### config.mk
export PLATFORM = sky130hd
export DESIGN_NAME = ifetch_queue_flat
export DESIGN_NICKNAME = d
export VERILOG_FILES = /design/src/rtl/ifetch_queue_if.sv /design/src/rtl/ifetch_queue.sv /design/src/flat_wrapper.sv
export SDC_FILE = /design/constraint.sdc
export NUM_CORES = 1
export LEC_CHECK = 0
export BUFFER_PORTS_ARGS = -buffer_cell sky130_fd_sc_hd__buf_2
export CORE_MARGIN = 2
export CORE_UTILIZATION = 35
export DETAILED_ROUTE_END_ITERATION = 6
export PLACE_DENSITY = 0.63
export SYNTH_ARGS = -nofsm -noshare
export SYNTH_HDL_FRONTEND = slang
export SYNTH_SLANG_ARGS = --single-unit
### constraint.sdc
create_clock -name clk -period 3.4 [get_ports clk]
set_clock_uncertainty 0.2 [all_clocks]
set_input_delay 0 -clock clk [delete_from_list [all_inputs] [get_ports clk]]
set_output_delay 0 -clock clk [all_outputs]
set_load 0.02 [all_outputs]
### src/rtl/ifetch_queue_if.sv
// ifetch_queue_if -- groups the PC, instruction-memory and decode handshake
// signals of the instruction fetch queue.
// master: the fetch queue itself. slave: the surrounding environment
// (PC register, instruction memory, decode).
interface ifetch_queue_if;
   logic [7:0] pc_addr;
   logic       pc_inc;
   logic       flush;
   logic       imem_req;
   logic [7:0] imem_addr;
   logic       imem_ack;
   logic [7:0] imem_rdata;
   logic       ir_valid;
   logic [7:0] ir_data;
   logic [7:0] ir_pc;
   logic       ir_ready;

   modport master (
      input  pc_addr, flush, imem_ack, imem_rdata, ir_ready,
      output pc_inc, imem_req, imem_addr, ir_valid, ir_data, ir_pc
   );

   modport slave (
      output pc_addr, flush, imem_ack, imem_rdata, ir_ready,
      input  pc_inc, imem_req, imem_addr, ir_valid, ir_data, ir_pc
   );
endinterface

### src/rtl/ifetch_queue.sv
// ifetch_queue -- instruction fetch unit with a 2-entry {instruction, pc}
// queue in front of decode. One memory request outstanding at most; a
// one-cycle SETTLE gap after each response lets the PC register pick up the
// increment before the next fetch samples pc_addr.
// Optional feature: define IFETCH_PC_TAG_EN to store the fetch address with
// each entry and report it on ir_pc; otherwise ir_pc is tied to zero.
module ifetch_queue (
   input logic            clk,
   input logic            reset,
   ifetch_queue_if.master bus
);

   typedef enum logic [1:0] {
      IDLE   = 2'd0,
      WAIT   = 2'd1,
      SETTLE = 2'd2,
      DRAIN  = 2'd3
   } state_t;

   state_t     state, state_nxt;
   logic       req_q, req_nxt;
   logic [7:0] addr_q, addr_nxt;
   logic       inc_q, inc_nxt;
   logic       push;
   logic       pop;
   logic [1:0] count;
   logic       head;
   logic       wr_idx;
   logic [7:0] insn_q [2];
`ifdef IFETCH_PC_TAG_EN
   logic [7:0] tag_q [2];
`endif

   // Registered FSM state and memory-side outputs
   always_ff @(posedge clk or negedge reset) begin
      if (!reset) begin
         state  <= IDLE;
         req_q  <= 1'b0;
         addr_q <= 8'h00;
         inc_q  <= 1'b0;
      end else begin
         state  <= state_nxt;
         req_q  <= req_nxt;
         addr_q <= addr_nxt;
         inc_q  <= inc_nxt;
      end
   end

   // Next-state, next request/increment values and push decision
   always_comb begin
      state_nxt = state;
      req_nxt   = req_q;
      addr_nxt  = addr_q;
      inc_nxt   = 1'b0;
      push      = 1'b0;
      case (state)
         IDLE: begin
            // count is the registered occupancy: a same-edge pop does not
            // open a slot until the following cycle
            if (bus.flush) begin
               state_nxt = SETTLE;
            end else if (count != 2'd2) begin
               state_nxt = WAIT;
               req_nxt   = 1'b1;
               addr_nxt  = bus.pc_addr;
            end
         end
         WAIT: begin
            if (bus.imem_ack) begin
               // a flush on the ack edge drops the returning instruction
               push      = !bus.flush;
               inc_nxt   = !bus.flush;
               req_nxt   = 1'b0;
               state_nxt = SETTLE;
            end else if (bus.flush) begin
               state_nxt = DRAIN;
            end
         end
         SETTLE: begin
            // a flush here restarts the gap so the redirected PC settles
            state_nxt = bus.flush ? SETTLE : IDLE;
         end
         DRAIN: begin
            // the killed request must still complete; its data is discarded
            if (bus.imem_ack) begin
               req_nxt   = 1'b0;
               state_nxt = SETTLE;
            end
         end
         default: state_nxt = IDLE;
      endcase
   end

   assign pop    = (count != 2'd0) && bus.ir_ready;
   assign wr_idx = head ^ count[0];

   // Queue storage and occupancy; flush empties it regardless of push/pop
   always_ff @(posedge clk or negedge reset) begin
      if (!reset) begin
         count     <= 2'd0;
         head      <= 1'b0;
         insn_q[0] <= 8'h00;
         insn_q[1] <= 8'h00;
`ifdef IFETCH_PC_TAG_EN
         tag_q[0]  <= 8'h00;
         tag_q[1]  <= 8'h00;
`endif
      end else if (bus.flush) begin
         count <= 2'd0;
         head  <= 1'b0;
      end else begin
         if (push) begin
            insn_q[wr_idx] <= bus.imem_rdata;
`ifdef IFETCH_PC_TAG_EN
            tag_q[wr_idx]  <= addr_q;
`endif
         end
         if (pop) begin
            head <= ~head;
         end
         case ({push, pop})
            2'b10:   count <= count + 2'd1;
            2'b01:   count <= count - 2'd1;
            default: count <= count;
         endcase
      end
   end

   assign bus.imem_req  = req_q;
   assign bus.imem_addr = addr_q;
   assign bus.pc_inc    = inc_q;
   assign bus.ir_valid  = (count != 2'd0);
   assign bus.ir_data   = insn_q[head];
`ifdef IFETCH_PC_TAG_EN
   assign bus.ir_pc     = tag_q[head];
`else
   assign bus.ir_pc     = 8'h00;
`endif

endmodule
### src/flat_wrapper.sv
// flat-port wrapper written by rule: the top's interface ports become plain ports
module ifetch_queue_flat 
  (clk, reset, bus_pc_addr, bus_flush, bus_imem_ack, bus_imem_rdata, bus_ir_ready, bus_pc_inc, bus_imem_req, bus_imem_addr, bus_ir_valid, bus_ir_data, bus_ir_pc);
  ifetch_queue_if bus_i ();
  input logic clk;
  input logic reset;
  input wire logic [$bits(bus_i.pc_addr)-1:0] bus_pc_addr;
  input wire logic [$bits(bus_i.flush)-1:0] bus_flush;
  input wire logic [$bits(bus_i.imem_ack)-1:0] bus_imem_ack;
  input wire logic [$bits(bus_i.imem_rdata)-1:0] bus_imem_rdata;
  input wire logic [$bits(bus_i.ir_ready)-1:0] bus_ir_ready;
  output wire logic [$bits(bus_i.pc_inc)-1:0] bus_pc_inc;
  output wire logic [$bits(bus_i.imem_req)-1:0] bus_imem_req;
  output wire logic [$bits(bus_i.imem_addr)-1:0] bus_imem_addr;
  output wire logic [$bits(bus_i.ir_valid)-1:0] bus_ir_valid;
  output wire logic [$bits(bus_i.ir_data)-1:0] bus_ir_data;
  output wire logic [$bits(bus_i.ir_pc)-1:0] bus_ir_pc;
  assign bus_i.pc_addr = bus_pc_addr;
  assign bus_i.flush = bus_flush;
  assign bus_i.imem_ack = bus_imem_ack;
  assign bus_i.imem_rdata = bus_imem_rdata;
  assign bus_i.ir_ready = bus_ir_ready;
  assign bus_pc_inc = bus_i.pc_inc;
  assign bus_imem_req = bus_i.imem_req;
  assign bus_imem_addr = bus_i.imem_addr;
  assign bus_ir_valid = bus_i.ir_valid;
  assign bus_ir_data = bus_i.ir_data;
  assign bus_ir_pc = bus_i.ir_pc;
  ifetch_queue u_core (.clk(clk), .reset(reset), .bus(bus_i));
endmodule
==> impl_results.md <==
* Status: completed
* DRC at 0
* Startpoint Class: flip-flop
* Synth Area in Adders at 0%
* WS Path Type: flip-flop to flip-flop
* Placed Cells at approximately 190
* Die width at a little under 70 um
* Post-detail-place hpwl at between 1.5 and 2 mm
* CTS tree: done
* PwrDens at between 500 and 600 nW/um2
* Crit path required time at 3360 ps
* Post-Synth XOR/XNOR Area at between 1 and 1.5%
* Ys flop type: dfrtp_1
* Post-CTS resize count at 0
* Worst Path Max Fanout at 10
* Post-synthesis compound-gate area fraction at 3.23%
* Total grt overflow at 0
* Synth Area in Simple Gates at 6.11%
* Worst-path clk slew at roughly 60 ps
* Rows at 23
* Sequential area share after synthesis at 54.1%
* Post-DP Area at between 1500 and 2000 um2
* Syn Inst Count at 101
* Core area at ~4000 um2
* Final worst slack at ~1600 ps
* Design area at approximately 1900 um2
* Worst slew pin tran at roughly 680 ps
* Mapped Area at roughly 1400 um2
* EDFF count, synth at 0
* Critical path, cell by cell: xnor2_1 -> nand2b_4 -> mux2_4
* Place WS at around 1600 ps
* CP Depth at 3
* Hold Slack at approximately 90 ps
* Post-synthesis mux area share at around 28%
* Synth-to-Final Area Change at 35.2%
* Final period utilization at between 50 and 60%
* Slew margin rel. at between 50 and 60%
* Drt pass-1 iters at 3
* Avg Synthesized Cell Area at 14.2 um2
* Final wirelength at around 2.6 mm
* Starting Density at between 30% and 40%
* Worst VDD drop at about 0.34 mV
* Setup crit end kind: flip-flop
* Layout Cells excl Fill at roughly 220
* Largest stage delay on the critical path at roughly 630 ps
* Routed len/inst at roughly 12 um
* Setup TNS at 0 ps
* IO Pins at between 40 and 50
* Worst Path Arrival at between 1500 and 2000 ps
* Final min period at ~1800 ps
* Clock Latency Late Sink at 280 ps
* Synth cell types at 25
* Largest family of logic cells by synthesized area: multiplexers
* Reg2reg path depth at 3
* Routability cong. at 0.609
* Die Ht at around 70 um
* Root Buffer: clkbuf_8
* Fill count at about 360
* CP max stage cell: dfrtp_1
* Reg area at roughly 780 um2
* Layout cells sized above 1 at roughly 51%
* CP top delay family: flip-flops
* Crit path buffers/inverters at 0
* PortBufs at 39
* Vias in the first global route at ~980
* Synth async-reset ratio at 100%
* Final Slew Violations at 0
* Initial antenna violation count at 0
* Net count, final at between 150 and 200
* LEAKAGE at ~0.98 nW
* Largest net degree at the start of global routing at 32
* Clock Tree Buf Depth at 2
* Total of warnings raised by yosys at 0
* Global-route wire length before repair at ~4.3 mm
* Total global-route track usage at between 10% and 20%
* FMAX at approximately 570 MHz
* Max-cap viol count at 0
* Clock sinks at 31
* Cts bufs inserted at 5
* Final setup fails at 0
* Final-report hold violation count at 0
* Initial DRC count at 17
* DIE AREA at about 4600 um2
* Vias per Instance at around 4.5
* Vias post-DR at 962
* ANT nets after route at 0
* Worst hold path class: input pin to async pin
* FF+latch count, synth at 31
* RSZ-0062 raised after global routing: no
* Number of diodes at 0
* Max H-tree Level at 2
* Multi-input logic area at a little under 600 um2
-- through the flow --
| step | total power [mW] | util, % |
|---|---|---|
| floorplan | 0.729 | - |
| global placement | 0.827 | 41.0 |
| detailed placement | 0.837 | 41.0 |
| CTS | 1.17 | 48.8 |
| global route | 1.22 | 48.8 |
| finish | 1.15 | 48.8 |
-- cell families after synthesis --
group / after synthesis
multiplexers: 33
buffers and inverters: 14
XOR/XNOR: 2
AND/OR/NAND/NOR: 13
other: 1
flip-flops: 31
AO/OA/AOI/OAI: 7
-- cell type report --
class                   count  share of cell area [%]
clock buffers               8                    5.16
multi-input cells          63                    30.1
well taps                  50                    3.23
repair buffers             60                    20.9
inverters                   3                   0.581
flip-flops and latches     31                    40.0
-- worst register-to-register path, cell delays in order, from the launching register on --
cell and delay [ps]:
dfrtp_1 630, xnor2_1 210, nand2b_4 280, mux2_4 320
-- synth_stat cells, drive strengths merged, types with 2 or more instances --
cell type | n | area, um2
mux2 | 33 | 402
nand2b | 2 | 20.0
nor2 | 3 | 11.3
dfrtp | 31 | 776
inv | 3 | 11.3
buf | 11 | 90.1
o21ai | 4 | 23.8
-- state kept, by name, summed over array words and instances (netlist names) --
name / flops
u_core.bus.imem_req: 1
u_core.head: 1
u_core.bus.imem_addr: 8
u_core.state: 2
u_core.bus.pc_inc: 1
u_core.insn_q: 16
u_core.count: 2
-- routing by layer --
| layer | GRT usage [%] | wire [um] | up-vias |
|---|---|---|---|
| li1 | - | - | 458 |
| met1 | 14.9 | 1100 | 478 |
| met3 | 3.62 | 99 | 5 |
| met2 | 21.7 | 1350 | 21 |
| met5 | 0 | 0 | - |
| met4 | 7.50 | 68 | 0 |
-- timing repair --
| action | CTS | global route |
|---|---|---|
| hold endpoints to repair | 61 | 0 |
| hold buffers | 21 | 0 |
| setup endpoints to repair | 0 | 0 |
| buffers inserted | 0 | 0 |
-- path summary, 6_finish.rpt --
check	start	to	slack, ps
worst max-delay path	u_core.head	u_core.insn_q[6]	1640
worst min-delay path	reset	u_core.bus.imem_addr[3]	90
worst max register to register	u_core.head	u_core.insn_q[6]	1640
worst min register to register	u_core.bus.imem_addr[2]	u_core.bus.imem_addr[2]	300
max in group asynchronous	reset	u_core.bus.imem_req	2470
min in group clk	bus_imem_ack	u_core.state[0]	270
-- power by group --
part / internal [mW] / switching [mW] / leakage [nW]
Sequential: 0.452 / 0.0416 / 0.395
Combinational: 0.168 / 0.180 / 0.533
Clock: 0.184 / 0.126 / 0.0515
-- placed cells by master, fill, tap and decap left out, types with 3 or more instances in the layout --
cell type,Yosys,final
buf_2,0,39
clkbuf_8,0,7
conb_1,1,8
dfrtp_1,31,31
dlygate4sd3_1,0,21
inv_1,3,3
mux2_2,25,25
mux2_4,8,8
nor2_1,3,3
o21ai_0,3,3
Note: power is estimated with default switching activity, not from simulation.
